`src/rtl/default_slave_rd_pkg.sv`:
```
// Shared AXI read-side types for the default (decode-error) slave.
// Width defaults come from the AXI_*_BITS defines when the includer has not set them.
`ifndef AXI_IDS_BITS
`define AXI_IDS_BITS 8
`endif
`ifndef AXI_ADDR_BITS
`define AXI_ADDR_BITS 32
`endif
`ifndef AXI_LEN_BITS
`define AXI_LEN_BITS 4
`endif
`ifndef AXI_DATA_BITS
`define AXI_DATA_BITS 32
`endif

package default_slave_rd_pkg;

  typedef enum logic [1:0] {
    RESP_OKAY   = 2'b00,
    RESP_EXOKAY = 2'b01,
    RESP_SLVERR = 2'b10,
    RESP_DECERR = 2'b11
  } resp_t;

  typedef enum logic [0:0] {
    DEFSLV_IDLE  = 1'b0,
    DEFSLV_BURST = 1'b1
  } defslv_state_e;

endpackage

```
`src/rtl/default_slave_rd_if.sv`:
```
// AR/R channel bundle between the address decoder / R mux (master) and the default slave.
`ifndef AXI_IDS_BITS
`define AXI_IDS_BITS 8
`endif
`ifndef AXI_ADDR_BITS
`define AXI_ADDR_BITS 32
`endif
`ifndef AXI_LEN_BITS
`define AXI_LEN_BITS 4
`endif
`ifndef AXI_DATA_BITS
`define AXI_DATA_BITS 32
`endif

interface default_slave_rd_if #(
  parameter int IDS_W  = `AXI_IDS_BITS,
  parameter int ADDR_W = `AXI_ADDR_BITS,
  parameter int LEN_W  = `AXI_LEN_BITS,
  parameter int DATA_W = `AXI_DATA_BITS
) ();

  logic [IDS_W-1:0]  ARID_DEF;
  logic [ADDR_W-1:0] ARADDR_DEF;
  logic [LEN_W-1:0]  ARLEN_DEF;
  logic [2:0]        ARSIZE_DEF;
  logic [1:0]        ARBURST_DEF;
  logic              ARVALID_DEF;
  logic              ARREADY_DEF;

  logic [IDS_W-1:0]  RID_DEF;
  logic [DATA_W-1:0] RDATA_DEF;
  logic [1:0]        RRESP_DEF;
  logic              RLAST_DEF;
  logic              RVALID_DEF;
  logic              RREADY_DEF;

  modport master (
    output ARID_DEF, ARADDR_DEF, ARLEN_DEF, ARSIZE_DEF, ARBURST_DEF, ARVALID_DEF,
    input  ARREADY_DEF,
    input  RID_DEF, RDATA_DEF, RRESP_DEF, RLAST_DEF, RVALID_DEF,
    output RREADY_DEF
  );

  modport slave (
    input  ARID_DEF, ARADDR_DEF, ARLEN_DEF, ARSIZE_DEF, ARBURST_DEF, ARVALID_DEF,
    output ARREADY_DEF,
    output RID_DEF, RDATA_DEF, RRESP_DEF, RLAST_DEF, RVALID_DEF,
    input  RREADY_DEF
  );

endinterface

```
`src/rtl/default_slave_rd.sv`:
```
// Read default slave: answers every unmapped AR with a full-length DECERR burst.
// Define DEFSLV_B2B_EN to accept the next AR on the last beat handshake (no idle gap).
`ifndef AXI_IDS_BITS
`define AXI_IDS_BITS 8
`endif
`ifndef AXI_ADDR_BITS
`define AXI_ADDR_BITS 32
`endif
`ifndef AXI_LEN_BITS
`define AXI_LEN_BITS 4
`endif
`ifndef AXI_DATA_BITS
`define AXI_DATA_BITS 32
`endif

module default_slave_rd
  import default_slave_rd_pkg::*;
#(
  parameter int IDS_W  = `AXI_IDS_BITS,
  parameter int ADDR_W = `AXI_ADDR_BITS,
  parameter int LEN_W  = `AXI_LEN_BITS,
  parameter int DATA_W = `AXI_DATA_BITS,
  parameter int CNT_W  = 16
) (
  input  logic             ACLK,
  input  logic             ARESETn,
  default_slave_rd_if.slave bus,
  output logic [CNT_W-1:0] DECERR_CNT
);

  localparam logic [0:0] ST_IDLE  = DEFSLV_IDLE;
  localparam logic [0:0] ST_BURST = DEFSLV_BURST;

  logic [0:0]       state_q, state_d;
  logic [IDS_W-1:0] rid_q, rid_d;
  logic [LEN_W-1:0] cnt_q, cnt_d;
  logic [CNT_W-1:0] decerr_q, decerr_d;

  logic in_burst, last_beat, ar_ready, ar_hs, r_hs;

  // Address, size and burst type carry no meaning for an error response.
  logic unused_ar;
  assign unused_ar = ^{bus.ARADDR_DEF, bus.ARSIZE_DEF, bus.ARBURST_DEF};

  assign in_burst  = (state_q == ST_BURST);
  assign last_beat = in_burst && (cnt_q == '0);
  assign r_hs      = in_burst && bus.RREADY_DEF;
  assign ar_hs     = bus.ARVALID_DEF && ar_ready;

`ifdef DEFSLV_B2B_EN
  assign ar_ready = ARESETn && ((state_q == ST_IDLE) || (last_beat && bus.RREADY_DEF));
`else
  assign ar_ready = ARESETn && (state_q == ST_IDLE);
`endif

  always_comb begin
    // NOTE: every next-state signal gets its hold value first so no path infers a latch.
    state_d  = state_q;
    rid_d    = rid_q;
    cnt_d    = cnt_q;
    decerr_d = decerr_q;
    if (r_hs) begin
      if (cnt_q != '0) cnt_d = cnt_q - LEN_W'(1);
      else             state_d = ST_IDLE;
    end
    // A new request overrides the return to IDLE when it lands on the last beat.
    if (ar_hs) begin
      state_d = ST_BURST;
      rid_d   = bus.ARID_DEF;
      cnt_d   = bus.ARLEN_DEF;
      if (decerr_q != '1) decerr_d = decerr_q + CNT_W'(1);
    end
  end

  // NOTE: reset is sampled on the clock edge and all state uses non-blocking assignments.
  always_ff @(posedge ACLK) begin
    if (!ARESETn) begin
      state_q  <= ST_IDLE;
      rid_q    <= '0;
      cnt_q    <= '0;
      decerr_q <= '0;
    end else begin
      state_q  <= state_d;
      rid_q    <= rid_d;
      cnt_q    <= cnt_d;
      decerr_q <= decerr_d;
    end
  end

  assign bus.ARREADY_DEF = ar_ready;
  assign bus.RVALID_DEF  = in_burst;
  assign bus.RLAST_DEF   = last_beat;
  assign bus.RID_DEF     = in_burst ? rid_q : '0;
  assign bus.RRESP_DEF   = in_burst ? RESP_DECERR : RESP_OKAY;
  assign bus.RDATA_DEF   = '0;
  assign DECERR_CNT      = decerr_q;

endmodule

```
`src/flat_wrapper.sv`:
```
// flat-port wrapper written by rule: the top's interface ports become plain ports
module default_slave_rd_flat import default_slave_rd_pkg::*;
#(
  parameter int IDS_W  = `AXI_IDS_BITS,
  parameter int ADDR_W = `AXI_ADDR_BITS,
  parameter int LEN_W  = `AXI_LEN_BITS,
  parameter int DATA_W = `AXI_DATA_BITS,
  parameter int CNT_W  = 16
)
  (ACLK, ARESETn, DECERR_CNT, bus_ARID_DEF, bus_ARADDR_DEF, bus_ARLEN_DEF, bus_ARSIZE_DEF, bus_ARBURST_DEF, bus_ARVALID_DEF, bus_ARREADY_DEF, bus_RID_DEF, bus_RDATA_DEF, bus_RRESP_DEF, bus_RLAST_DEF, bus_RVALID_DEF, bus_RREADY_DEF);
  default_slave_rd_if #(.IDS_W(IDS_W), .ADDR_W(ADDR_W), .LEN_W(LEN_W), .DATA_W(DATA_W)) bus_i ();
  input  logic ACLK;
  input  logic ARESETn;
  output logic [CNT_W-1:0] DECERR_CNT;
  input wire logic [$bits(bus_i.ARID_DEF)-1:0] bus_ARID_DEF;
  input wire logic [$bits(bus_i.ARADDR_DEF)-1:0] bus_ARADDR_DEF;
  input wire logic [$bits(bus_i.ARLEN_DEF)-1:0] bus_ARLEN_DEF;
  input wire logic [$bits(bus_i.ARSIZE_DEF)-1:0] bus_ARSIZE_DEF;
  input wire logic [$bits(bus_i.ARBURST_DEF)-1:0] bus_ARBURST_DEF;
  input wire logic [$bits(bus_i.ARVALID_DEF)-1:0] bus_ARVALID_DEF;
  output wire logic [$bits(bus_i.ARREADY_DEF)-1:0] bus_ARREADY_DEF;
  output wire logic [$bits(bus_i.RID_DEF)-1:0] bus_RID_DEF;
  output wire logic [$bits(bus_i.RDATA_DEF)-1:0] bus_RDATA_DEF;
  output wire logic [$bits(bus_i.RRESP_DEF)-1:0] bus_RRESP_DEF;
  output wire logic [$bits(bus_i.RLAST_DEF)-1:0] bus_RLAST_DEF;
  output wire logic [$bits(bus_i.RVALID_DEF)-1:0] bus_RVALID_DEF;
  input wire logic [$bits(bus_i.RREADY_DEF)-1:0] bus_RREADY_DEF;
  assign bus_i.ARID_DEF = bus_ARID_DEF;
  assign bus_i.ARADDR_DEF = bus_ARADDR_DEF;
  assign bus_i.ARLEN_DEF = bus_ARLEN_DEF;
  assign bus_i.ARSIZE_DEF = bus_ARSIZE_DEF;
  assign bus_i.ARBURST_DEF = bus_ARBURST_DEF;
  assign bus_i.ARVALID_DEF = bus_ARVALID_DEF;
  assign bus_ARREADY_DEF = bus_i.ARREADY_DEF;
  assign bus_RID_DEF = bus_i.RID_DEF;
  assign bus_RDATA_DEF = bus_i.RDATA_DEF;
  assign bus_RRESP_DEF = bus_i.RRESP_DEF;
  assign bus_RLAST_DEF = bus_i.RLAST_DEF;
  assign bus_RVALID_DEF = bus_i.RVALID_DEF;
  assign bus_i.RREADY_DEF = bus_RREADY_DEF;
  default_slave_rd #(.IDS_W(IDS_W), .ADDR_W(ADDR_W), .LEN_W(LEN_W), .DATA_W(DATA_W), .CNT_W(CNT_W)) u_core (.ACLK(ACLK), .ARESETn(ARESETn), .bus(bus_i), .DECERR_CNT(DECERR_CNT));
endmodule
```
`config.mk`:
```
export PLATFORM = sky130hd
export DESIGN_NAME = default_slave_rd_flat
export DESIGN_NICKNAME = d
export VERILOG_FILES = /design/src/rtl/default_slave_rd_pkg.sv /design/src/rtl/default_slave_rd_if.sv /design/src/rtl/default_slave_rd.sv /design/src/flat_wrapper.sv
export SDC_FILE = /design/constraint.sdc
export NUM_CORES = 1
export LEC_CHECK = 0
export CORE_MARGIN = 2
export CORE_UTILIZATION = 33
export CTS_BUF_LIST = sky130_fd_sc_hd__clkbuf_2 sky130_fd_sc_hd__clkbuf_4 sky130_fd_sc_hd__clkbuf_8
export DETAILED_ROUTE_END_ITERATION = 10
export GPL_TIMING_DRIVEN = 0
export PLACE_DENSITY = 0.77
export SLEW_MARGIN = 10
export SYNTH_ARGS = -nofsm -noshare
export SYNTH_HDL_FRONTEND = slang
export SYNTH_SLANG_ARGS = --single-unit
```
`constraint.sdc`:
```
create_clock -name ACLK -period 1.7 [get_ports ACLK]
set_input_delay 0.17 -clock ACLK [delete_from_list [all_inputs] [get_ports ACLK]]
set_output_delay 0.17 -clock ACLK [all_outputs]
set_load 0.005 [all_outputs]
```
==> metrics.md <==
| Metric | Value |
|---|---|
| Outcome | `finished, final reports clean` |
| Sequential area share after synthesis | `0.336` |
| Slew @ Worst Pin | `574 ps` |
| CTS max path bufs | `2` |
| Slew headroom | `0.618` |
| FF/Latch Area | `587 um^2` |
| Gr usage total | `0.144` |
| Arrival @ worst endpoint | `1850 ps` |
| Mapped Avg Cell Area | `8.23 um^2` |
| Die width | `76.4 um` |
| IO Port Bufs | `44` |
| Hold_buf cts | `0` |
| Hold Path Depth | `3` |
| Share of Yosys cell area claimed by the top area cell type | `0.336` |
| Warnings from Yosys | `0` |
| Total grt overflow | `0` |
| DIE HEIGHT | `76.4 um` |
| Crit-path max cell delay | `360 ps` |
| Register bit total from synthesis | `29` |
| Syn Inst Count | `210` |
| Shortest period the worst path allows | `1630 ps` |
| Gate power share | `0.189` |
| WL final | `4120 um` |
| Clock share of power | `0.357` |
| Buf/Inv on CP | `1` |
| Syn-to-layout area delta | `47.5%` |
| R2R Path End | `u_core.DECERR_CNT[5]` |
| Final setup violation count | `0` |
| Num CTS Buffers | `5` |
| Pleak | `1.03 nW` |
| Initial Utilization | `0.340` |
| Reg-to-Reg Start | `u_core.DECERR_CNT[1]` |
| DPL Wire Length | `2960 um` |
| R2R Setup Slk | `70 ps` |
| Switching power | `0.000394 W` |
| DR iter-0 viols | `33` |
| Root Buffer | `clkbuf_8` |
| CP top delay family | `simple AND/OR/NAND/NOR gates` |
| Initial antenna violation count | `0` |
| Worst Hold Class | `in -> reg` |
| Wire length per cell | `11.3 um` |
| Multi-input logic area | `986 um^2` |
| Critical-path maximum fanout | `10` |
| Maximum number of pins on one net before global-route repair | `11` |
| Worst-skew pair later-pin latency | `280 ps` |
| Pwr Density | `637 mW/mm^2` |
| Max Freq | `612 MHz` |
| CTS clk-pin slew, worst paths | `60 ps` |
| Reg power frac | `0.453` |
| Post-synth ARST share | `0` |
| Max Cap Violations | `0` |
| DRT antenna net count | `0` |
| Hold Startpoint | `bus_ARLEN_DEF[1]` |
| Total Die Area | `0.00583 mm^2` |
| List of most frequent post-synthesis cells | `35 x buf_4, 29 x dfxtp_1, 26 x nand2_1, 14 x o21ai_0` |
| CTS tree | `yes` |
| Final Hold Viols | `0` |
| DRT Pass-1 Iters | `4` |
| Clk_skew | `6.35 ps` |
| Ys flop type | `dfxtp_1` |
| First-pass GRT wire length | `6780 um` |
| Critical-path top delay cell | `or3_4` |
| CP Cell Sequence | `ha_4 -> and4_4 -> and4_2 -> buf_6 -> or3_4 -> a21oi_2` |
| CP Launch Type | `register` |
| Synth area leaders | `dfxtp_1 34%, buf_4 15%, nand2_1 5.6%` |
| CP Class | `reg -> reg` |
| R2R depth | `6` |
| Pre-CTS setup slack | `-170 ps` |
| CP Capture Type | `register` |
| Hold Crit Endpoint | `u_core.cnt_q[1]` |
| Final core occ | `0.502` |
| Rows | `26` |
| Vias | `1631` |
| Switching share of total power | `0.243` |
| P_int | `0.00123 W` |
| Core Region | `0.00507 mm^2` |
| Number of global-route vias before repair | `1551` |
| Vias per std cell | `4.47` |
| Number of fill cells in the layout | `523` |
| Post-synth EDFFs | `0` |
| Worst Slack Setup Final | `65.3 ps` |
| Number of remaining DRC errors | `0` |
| Worst hold slack | `443 ps` |
| Net count reported at finish | `350` |
| Slew Limit Fails | `0` |
| Max rail drop VDD | `0.468 mV` |
| Ports | `114` |
| Leading area contributor after synthesis | `dfxtp_1` |
| Final setup TNS | `0 ps` |
| Tcrit/Tclk final | `0.962` |
| Most common cell in the synthesized netlist | `buf_4` |
| Final Wtd Congestion | `0.832` |
| Clk sink count | `29` |
| Layout cell share with drive strength beyond 1 | `0.244` |
| CTS H-tree depth | `2` |
| # diodes | `0` |
| Synth Cell Area | `0.00173 mm^2` |
| Yosys cell types | `41` |
| Req. time, crit path | `1910 ps` |
[through the flow]
step	instance area [um^2]	power, W	std cells
after global routing	2550	0.00171	365
final	2550	0.00162	365
after global placement	2370	0.00101	355
after CTS	2510	0.00163	364
after detailed placement	2370	0.00102	355
after floorplan	1840	0.000910	241
[flip-flops by register name, summed over array words and instances, names as in the netlist]
name / cells
u_core.DECERR_CNT: 16
u_core.cnt_q: 4
u_core.rid_q: 8
u_core.bus.RVALID_DEF: 1
[cell type report]
type,instances,share of cell area
multi-input combinational,163,0.387
tap,70,0.0344
sequential,29,0.230
inverter,5,0.00736
clock buffer,7,0.0353
buffer,43,0.122
timing repair buffer,48,0.184
[routing by layer]
metal | wire length (um) | vias up | part of all wire | GRT usage
met2 | 1960 | 61 | 0.47 | 0.237
met5 | 0 | - | 0 | 0
li1 | - | 848 | - | -
met3 | 397 | 10 | 0.096 | 0.0640
met4 | 83 | 0 | 0.020 | 0.0691
met1 | 1680 | 712 | 0.41 | 0.158
[power by group through the flow]
stage / clock, W / combinational [W] / sequential (W)
finish: 0.000580 / 0.000307 / 0.000735
global route: 0.000634 / 0.000340 / 0.000739
CTS: 0.000603 / 0.000298 / 0.000733
detailed placement: 0 / 0.000272 / 0.000745
global placement: 0 / 0.000267 / 0.000744
floorplan: 0 / 0.000171 / 0.000740
[tightest hold or removal path: stages]
cell and delay, ps:
clkdlybuf4s50_1 390, nand2_1 60, a21oi_1 50
[logic make-up after synthesis]
logic type	count (synthesis)	share of synthesized area
compound gates	43	0.153
mux	4	0.0232
simple gates	82	0.280
other cells	1	0.00217
buf+inv	49	0.192
fa+ha+maj	2	0.0145
flops	29	0.336
[worst max path at each step]
stage                                      from                    end  depth (start not counted)
after floorplan            u_core.DECERR_CNT[0]  u_core.DECERR_CNT[11]                          6
after global placement          bus_ARVALID_DEF   u_core.DECERR_CNT[2]                          7
after detailed placement        bus_ARVALID_DEF   u_core.DECERR_CNT[2]                          7
after CTS                  u_core.DECERR_CNT[1]   u_core.DECERR_CNT[9]                          6
after global routing      u_core.bus.RVALID_DEF   u_core.DECERR_CNT[2]                          6
final                      u_core.DECERR_CNT[1]   u_core.DECERR_CNT[5]                          6
[timing repair]
| item | 4_1_cts | 5_1_grt |
|---|---|---|
| pin swaps | 2 | 2 |
| setup endpoints to repair | 15 | 16 |
| setup buffers | 2 | 2 |
| resized for setup | 16 | 9 |
[placed cells by master, fill, tap and decap left out, types with 3 or more instances in the layout]
master            n
and2_1           12
nand3_1           8
dfxtp_1          26
o21ai_0          14
nand2_1          26
clkbuf_1          5
and4_4            3
buf_4            40
o31ai_1           8
conb_1           32
or4_1             4
nor4_1            3
clkbuf_8          6
mux2i_1           4
a21oi_1          10
inv_1             3
nor2_1            5
clkdlybuf4s50_1  42
No activity file was read; power rests on OpenSTA's default activity.
